[config.mk]
export PLATFORM = sky130hd
export DESIGN_NAME = bmp_stream_writer
export DESIGN_NICKNAME = d
export VERILOG_FILES = /design/src/rtl/bmp_stream_writer.sv
export SDC_FILE = /design/constraint.sdc
export NUM_CORES = 1
export LEC_CHECK = 0
export ABC_AREA = 1
export CAP_MARGIN = 30
export CORE_UTILIZATION = 55
export CTS_CLUSTER_SIZE = 20
export DETAILED_ROUTE_END_ITERATION = 7
export HOLD_SLACK_MARGIN = 0.1
export PLACE_DENSITY = 0.8
export SKIP_LAST_GASP = 1
export SLEW_MARGIN = 20
export SYNTH_ARGS = -nofsm -noshare
export SYNTH_HDL_FRONTEND = slang
export SYNTH_SLANG_ARGS = --single-unit
[constraint.sdc]
create_clock -name clk -period 3 [get_ports clk]
set_input_delay 0.6 -clock clk [delete_from_list [all_inputs] [get_ports clk]]
set_output_delay 0.6 -clock clk [all_outputs]
set_load 0.01 [all_outputs]
[src/rtl/bmp_stream_writer.sv]
// rtl/bmp_stream_writer.sv - 24-bit BMP file byte stream generator from a pixel beat stream
// Emits the 54-byte header, then each row as B,G,R bytes followed by zero padding to 4 bytes.
module bmp_stream_writer #(
    parameter int IMAGE_WIDTH     = 768,
    parameter int IMAGE_HEIGHT    = 512,
    parameter int PIXELS_PER_BEAT = 2,
    parameter bit GRAY_MODE       = 1'b0,
    parameter bit TOP_DOWN        = 1'b0
) (
    input  logic                         clk,
    input  logic                         reset,
    input  logic                         start,
    input  logic                         pix_Valid,
    output logic                         pix_Ready,
    input  logic [24*PIXELS_PER_BEAT-1:0] pix_Data,
    output logic                         byte_Valid,
    input  logic                         byte_Ready,
    output logic [7:0]                   byte_Data,
    output logic                         byte_Last,
    output logic                         busy,
    output logic                         sig_Write_Done
);
    localparam int ROW_BYTES = ((IMAGE_WIDTH * 3 + 3) / 4) * 4;
    localparam int PAD_BYTES = ROW_BYTES - IMAGE_WIDTH * 3;
    localparam int IMG_SIZE  = ROW_BYTES * IMAGE_HEIGHT;
    localparam int FILE_SIZE = 54 + IMG_SIZE;
    localparam int BEATS     = IMAGE_WIDTH / PIXELS_PER_BEAT;
    localparam int BW        = 24 * PIXELS_PER_BEAT;
    localparam int PW        = (PIXELS_PER_BEAT > 1) ? $clog2(PIXELS_PER_BEAT) : 1;
    localparam int CW        = (BEATS > 1) ? $clog2(BEATS) : 1;
    localparam int RW        = (IMAGE_HEIGHT > 1) ? $clog2(IMAGE_HEIGHT) : 1;
    localparam int OW        = $clog2(BW);

    localparam logic [31:0] FILE_SIZE_F = 32'(FILE_SIZE);
    localparam logic [31:0] IMG_SIZE_F  = 32'(IMG_SIZE);
    localparam logic [31:0] WIDTH_F     = 32'(IMAGE_WIDTH);
    localparam logic [31:0] HEIGHT_F    = TOP_DOWN ? 32'(-IMAGE_HEIGHT) : 32'(IMAGE_HEIGHT);

    typedef enum logic [2:0] {IDLE, HEADER, PIXEL, PAD, DONE} state_t;

    state_t          state;
    logic [5:0]      hdr_idx;
    logic [BW-1:0]   beat;
    logic            full;
    logic [PW-1:0]   pix_sel;
    logic [1:0]      comp;
    logic [CW-1:0]   col;
    logic [RW-1:0]   row;
    logic [1:0]      pad_cnt;

    logic            last_in_beat;
    logic            last_col;
    logic            last_row;
    logic            last_pad;
    logic [1:0]      comp_eff;
    logic [OW-1:0]   bit_off;

    function automatic logic [7:0] le_byte(input logic [31:0] v, input logic [1:0] n);
        logic [7:0] b;
        case (n)
            2'd0:    b = v[7:0];
            2'd1:    b = v[15:8];
            2'd2:    b = v[23:16];
            default: b = v[31:24];
        endcase
        return b;
    endfunction

    // Every multi-byte field starts at an offset of 2 mod 4, so idx-2 gives the byte lane.
    function automatic logic [7:0] header_byte(input logic [5:0] idx);
        logic [7:0] b;
        logic [1:0] n;
        n = idx[1:0] - 2'd2;
        b = 8'h00;
        case (idx)
            6'd0:                      b = 8'h42;
            6'd1:                      b = 8'h4D;
            6'd2, 6'd3, 6'd4, 6'd5:    b = le_byte(FILE_SIZE_F, n);
            6'd10:                     b = 8'd54;
            6'd14:                     b = 8'd40;
            6'd18, 6'd19, 6'd20, 6'd21: b = le_byte(WIDTH_F, n);
            6'd22, 6'd23, 6'd24, 6'd25: b = le_byte(HEIGHT_F, n);
            6'd26:                     b = 8'd1;
            6'd28:                     b = 8'd24;
            6'd34, 6'd35, 6'd36, 6'd37: b = le_byte(IMG_SIZE_F, n);
            default:                   b = 8'h00;
        endcase
        return b;
    endfunction

    always_comb begin
        last_in_beat = (comp == 2'd2) && (pix_sel == PW'(PIXELS_PER_BEAT - 1));
        last_col     = (col == CW'(BEATS - 1));
        last_row     = (row == RW'(IMAGE_HEIGHT - 1));
        last_pad     = (pad_cnt == 2'(PAD_BYTES - 1));
        comp_eff     = GRAY_MODE ? 2'd2 : comp;
        bit_off      = OW'(pix_sel) * OW'(24) + OW'(comp_eff) * OW'(8);

        pix_Ready  = (state == PIXEL) && !full;
        byte_Valid = (state == HEADER) || ((state == PIXEL) && full) || (state == PAD);
        byte_Data  = 8'h00;
        byte_Last  = 1'b0;
        case (state)
            HEADER: byte_Data = header_byte(hdr_idx);
            PIXEL: begin
                if (full) begin
                    byte_Data = beat[bit_off +: 8];
                    byte_Last = last_in_beat && last_col && last_row && (PAD_BYTES == 0);
                end
            end
            PAD:     byte_Last = last_pad && last_row;
            default: ;
        endcase
    end

    always_ff @(posedge clk or posedge reset) begin
        if (reset) begin
            state          <= IDLE;
            busy           <= 1'b0;
            sig_Write_Done <= 1'b0;
            hdr_idx        <= '0;
            beat           <= '0;
            full           <= 1'b0;
            pix_sel        <= '0;
            comp           <= '0;
            col            <= '0;
            row            <= '0;
            pad_cnt        <= '0;
        end else begin
            case (state)
                IDLE, DONE: begin
                    if (start) begin
                        state          <= HEADER;
                        busy           <= 1'b1;
                        sig_Write_Done <= 1'b0;
                        hdr_idx        <= '0;
                        full           <= 1'b0;
                        pix_sel        <= '0;
                        comp           <= '0;
                        col            <= '0;
                        row            <= '0;
                        pad_cnt        <= '0;
                    end
                end
                HEADER: begin
                    if (byte_Ready) begin
                        if (hdr_idx == 6'd53) begin
                            state   <= PIXEL;
                            hdr_idx <= '0;
                        end else begin
                            hdr_idx <= hdr_idx + 6'd1;
                        end
                    end
                end
                PIXEL: begin
                    if (!full) begin
                        if (pix_Valid) begin
                            beat <= pix_Data;
                            full <= 1'b1;
                        end
                    end else if (byte_Ready) begin
                        if (comp != 2'd2) begin
                            comp <= comp + 2'd1;
                        end else begin
                            comp <= 2'd0;
                            if (!last_in_beat) begin
                                pix_sel <= pix_sel + PW'(1);
                            end else begin
                                pix_sel <= '0;
                                full    <= 1'b0;
                                if (!last_col) begin
                                    col <= col + CW'(1);
                                end else begin
                                    col <= '0;
                                    if (PAD_BYTES > 0) begin
                                        state <= PAD;
                                    end else if (last_row) begin
                                        state          <= DONE;
                                        busy           <= 1'b0;
                                        sig_Write_Done <= 1'b1;
                                    end else begin
                                        row <= row + RW'(1);
                                    end
                                end
                            end
                        end
                    end
                end
                PAD: begin
                    if (byte_Ready) begin
                        if (!last_pad) begin
                            pad_cnt <= pad_cnt + 2'd1;
                        end else begin
                            pad_cnt <= '0;
                            if (last_row) begin
                                state          <= DONE;
                                busy           <= 1'b0;
                                sig_Write_Done <= 1'b1;
                            end else begin
                                state <= PIXEL;
                                row   <= row + RW'(1);
                            end
                        end
                    end
                end
                default: state <= IDLE;
            endcase
        end
    end
endmodule

# Word level (Yosys, flattened, before mapping)
# Index checks and enable logic that the tools add are counted.
# totals
register_bits	83
word_cells	177
out_inout_bits	13
# op_classes
n_mul	1
n_bitwise	1
n_addsub	8
n_eq_ne	44
n_mux	81
n_shift	1
reduce_logical	30
# ops
operator	n
2-to-1 mux 9 bit	14
one-hot mux 7 bit (10 select lines)	1
== test 6 x 5 -> 1 bit (second input constant)	10
variable part select 48 x 7 -> 8 bit	1
2-to-1 mux 3 bit	12
== test 6 bit (second input constant)	5
2-to-1 mux 1 bit	28
one-hot mux 9 bit (3 select lines)	1
one-hot mux 6 bit (2 select lines)	2
!= test 2 bit (second input constant)	11
adder 9 x 1 -> 9 bit (second input constant)	2
== test 9 bit (second input constant)	2
2-to-1 mux 6 bit	3
one-hot mux 9 bit (2 select lines)	1
2-to-1 mux 2 bit	8
one-hot mux 8 bit (2 select lines)	1
OR reduction 4 bit	4
== test 6 x 2 -> 1 bit (second input constant)	2
== test 6 x 3 -> 1 bit (second input constant)	2
== test 6 x 4 -> 1 bit (second input constant)	2
one-hot mux 3 bit (4 select lines)	1
AND reduction 11 bit	1
AND reduction 3 bit	3
AND reduction 9 bit	1
32 further kinds	48

# Logic depth before layout (Yosys ltp)
# logic_depth
depth_word	8
depth_mapped	13
mapped_depth_nobuf	13

# Worst setup path before layout
# OpenSTA, ideal clock, no wires.
# synth_path
path_type	reg2out
startpoint	register pix_sel
endpoint	output byte_Data[7]
arrival_time_ps	1964
t_required_ps	2400
path_stages_with_launch	8
path_slack_ps	436
n_path_buf	1
cell_sequence	dfrtp_1 -> ha_1 -> fa_1 -> buf_2 -> clkinv_1 -> nor4_1 -> a21oi_1 -> nor2_1
# synth_between
elab_chain_len	5
# synth_rtl
item	line_no	text
from (decl)	45	logic [PW-1:0] pix_sel;
from (signal assigned)	167	pix_sel <= pix_sel + PW'(1);
multiplier 1 x 2 -> 3 bit	97	bit_off = OW'(pix_sel) * OW'(24) + OW'(comp_eff) * OW'(8);
adder 6 x 5 -> 6 bit	97	
variable part select 48 x 7 -> 8 bit	107	byte_Data = beat[bit_off +: 8];
2-to-1 mux 8 bit	106	if (full) begin
one-hot mux 8 bit (2 select lines)	103	case (state)
to (decl)	18	output logic [7:0] byte_Data,
# Every way passes these cells.

# Worst setup path in the final report
# Ends and elaborated chain as after synthesis.

==> results.yml <==
status:
  status: "complete, but fails checks"
  violations: "negative setup slack"
layout:
  stdcell_count: 780
  area_growth_pct: 23.3
  fill_cells: 641
  layout_commonest_cell: "nand2_1"
  final_cell_mix: "146 x nand2_1, 83 x dfrtp_1, 76 x nor2_1, 56 x clkdlybuf4s50_1"
  final_layout_size_suffix_gt1_share_pct: 17.9
  n_antenna_cell: 0
  fin_util_pct: 70.8
  nets: 734
floorplanning:
  ios: 66
  die_y_um: 95.3
  num_rows: 33
  core_area_um2: 8340
  dieArea_um2: 9090
  die_x_um: 95.3
  start_util_pct: 57.4
routing:
  postRouteWirelength_mm: 11.7
  avgRoutedWirePerCell_um: 15.0
  drt_iter0_markers: 286
  vias: 4330
  drc: 0
  drt-pass1-iter-count: 5
  avgViaCountPerCell: 5.55
  ant_nets: 0
placed_design:
  port_buffers: 65
  gp_congestion: 0.925
  dp_slack_ns: -0.0692
  dpl.hpwl_mm: 8.46
  placed_cells: 755
synthesis:
  synth.distinct_cells: 38
  synth_area_um2: 4790
  yosys_warnings: 0
  synth_edf_count: 0
  syn_avg_cell_area_um2: 8.11
  postSynthCellCount: 591
  ys_seq_area_share_pct: 43.4
  synth_nets: 655
  synth_flop_cell: "dfrtp_1"
  async_reset_ff_share_pct: 100
  synth.ff_latch_count: 83
worst_setup_path:
  endpoint_kind: "primary output"
  crit_fanout: 4
  rrSetupSlack_ns: 0.85
  path_class: "reg2out"
  arrival_ns: 2.43
  required_ns: 2.40
  r2r_cells: 13
  start_kind: "flop"
sta:
  setup_viol: 1
  fin_skew_ns: 0.00851
  slew_viol_final: 0
  slew_headroom_pct: 59.9
  worst_pin_slew_ns: 0.601
  fmax_ghz: 0.330
  worst_slack_ns: -0.0267
  period_minus_slack_ns: 3.03
  min_period_over_period_pct: 101
  rsz0062_at_grt: "true"
  hold_viol: 0
cts:
  cts_root_buffer: "clkbuf_8"
  cts_hold_buf: 0
  clkLatencyLatePin_ns: 0.36
  clockBufferDepth: 2
  htreeDepth: 3
  clkSinkCount: 83
  numCtsBuffers: 9
  cts_tree: "built"
  clkTransAtPathRegs_ns: 0.09
pwr:
  power.leakage_nw: 2.86
  internal-power_mw: 2.88
  clockPowerShare_pct: 16.5
  comb_power_share_pct: 47.2
  switchingPower_mw: 2.15
  swShare_pct: 42.7
  pwr-share-seq_pct: 36.3
  p_per_area_nw_per_um2: 851
  vdd_drop_max_v: 0.000458
global_route:
  grt_first_pass_wirelength_mm: 19.5
  first_global_vias: 4160
  grt_use_total_pct: 28.2
  grt_max_degree: 84
  antenna_found_initial: 0
  grt_overflow: 0
job:
  maxCapViolCount: 0
min_path:
  worstHoldPathCells: 2
  hold_path.class: "reg2reg"
per-layer routing:
| metal | vias to the layer above | GRT usage (%) | wire, um |
|---|---|---|---|
| met3 | 26 | 4.86 | 613 |
| met1 | 2046 | 38.7 | 5150 |
| met4 | 0 | 11.0 | 313 |
| met5 | - | 0 | 0 |
| met2 | 160 | 44.4 | 5640 |
| li1 | 2098 | - | - |
layout make-up:
type	instances	area, um2	share of cell area, %
clock buffer	9	124	2.10
timing repair inverter	1	5.00	0.0847
timing repair buffer	84	807	13.7
inverter	57	220	3.73
clock inverter	7	76.3	1.29
tap	105	131	2.22
multi-input combinational	434	2470	41.7
sequential	83	2080	35.2
path summary, 6_finish.rpt:
path	endpoint	start
worst max-delay path	byte_Data[7]	pix_sel
worst min-delay path	busy	busy
worst max register to register	state[0]	row[1]
worst min register to register	busy	busy
max in group asynchronous	beat[35]	reset
min in group asynchronous	row[6]	reset
timing repair:
item | 4_1_cts | 5_1_grt
resized for setup | 42 | 10
cloned | 1 | 0
pin swaps | 5 | 9
setup endpoints to repair | 9 | 9
buffers inserted | 5 | 3
per-stage QoR:
stage / setup TNS [ns] / area, um2 / total power, mW / hold WS (ns)
floorplan: 0 / 4790 / 3.37 / 0.446
global placement: 0 / 5580 / 3.97 / 0.457
detailed placement: -0.165 / 5580 / 4.05 / 0.460
CTS: -0.297 / 5880 / 4.95 / 0.480
global route: -0.0836 / 5910 / 5.37 / 0.523
finish: -0.0267 / 5910 / 5.03 / 0.482
sequential cells by signal, indices dropped and copies added, names as in the netlist:
signal          flops
beat               48
col                 9
row                 9
hdr_idx             6
state               3
comp                2
pad_cnt             2
busy                1
full                1
pix_sel             1
sig_Write_Done      1
worst max-delay path, stage by stage, from the launching register on:
cell and delay, ns:
dfrtp_1 0.42, ha_2 0.21, fa_2 0.54, buf_4 0.13
clkinv_2 0.08, nor4_1 0.28, a21oi_1 0.06, nor2_1 0.18
clkbuf_2 0.17
cells in the mapped netlist, types with 2 or more instances:
cell type | n | area share, %
nor3_1 | 9 | 0.94
o211ai_1 | 7 | 1.1
inv_2 | 4 | 0.31
inv_1 | 51 | 4.0
nor3b_1 | 2 | 0.31
nor4_1 | 6 | 0.78
nand4_1 | 2 | 0.26
buf_2 | 4 | 0.42
a21oi_2 | 9 | 1.6
nand2_1 | 146 | 11
dfrtp_1 | 83 | 43
mux2_2 | 39 | 9.2
buf_6 | 5 | 1.2
nand3b_1 | 2 | 0.31
a21oi_1 | 11 | 1.1
xnor2_1 | 3 | 0.55
clkinv_1 | 2 | 0.16
nand3_1 | 50 | 5.2
o21ai_0 | 39 | 4.1
xor2_1 | 2 | 0.37
nand2_4 | 2 | 0.47
o21bai_1 | 2 | 0.31
nor2_1 | 77 | 6.0
ha_1 | 10 | 2.6
clkbuf_1 | 6 | 0.47
nor2_4 | 2 | 0.47
nor2_2 | 5 | 0.65
power groups by stage:
stage	Clock [mW]	Combinational (mW)	Sequential, mW
2_1_floorplan	0	1.67	1.70
3_3_place_gp	0	2.16	1.81
3_5_place_dp	0	2.21	1.84
4_1_cts	0.832	2.30	1.82
5_1_grt	0.887	2.62	1.87
6_report	0.828	2.37	1.83
cell families (layout without fill, tap and decap cells):
| logic type | after synthesis | in the layout | synth area share, % |
|---|---|---|---|
| adder cells (fa/ha/maj) | 11 | 11 | 3.03 |
| flip-flops | 83 | 83 | 43.4 |
| multiplexers | 39 | 39 | 9.17 |
| AO/OA/AOI/OAI | 73 | 73 | 9.01 |
| buffers and inverters | 74 | 158 | 6.79 |
| XOR/XNOR | 5 | 5 | 0.914 |
| AND/OR/NAND/NOR | 306 | 306 | 27.7 |
(Power assumes the default switching activity.)
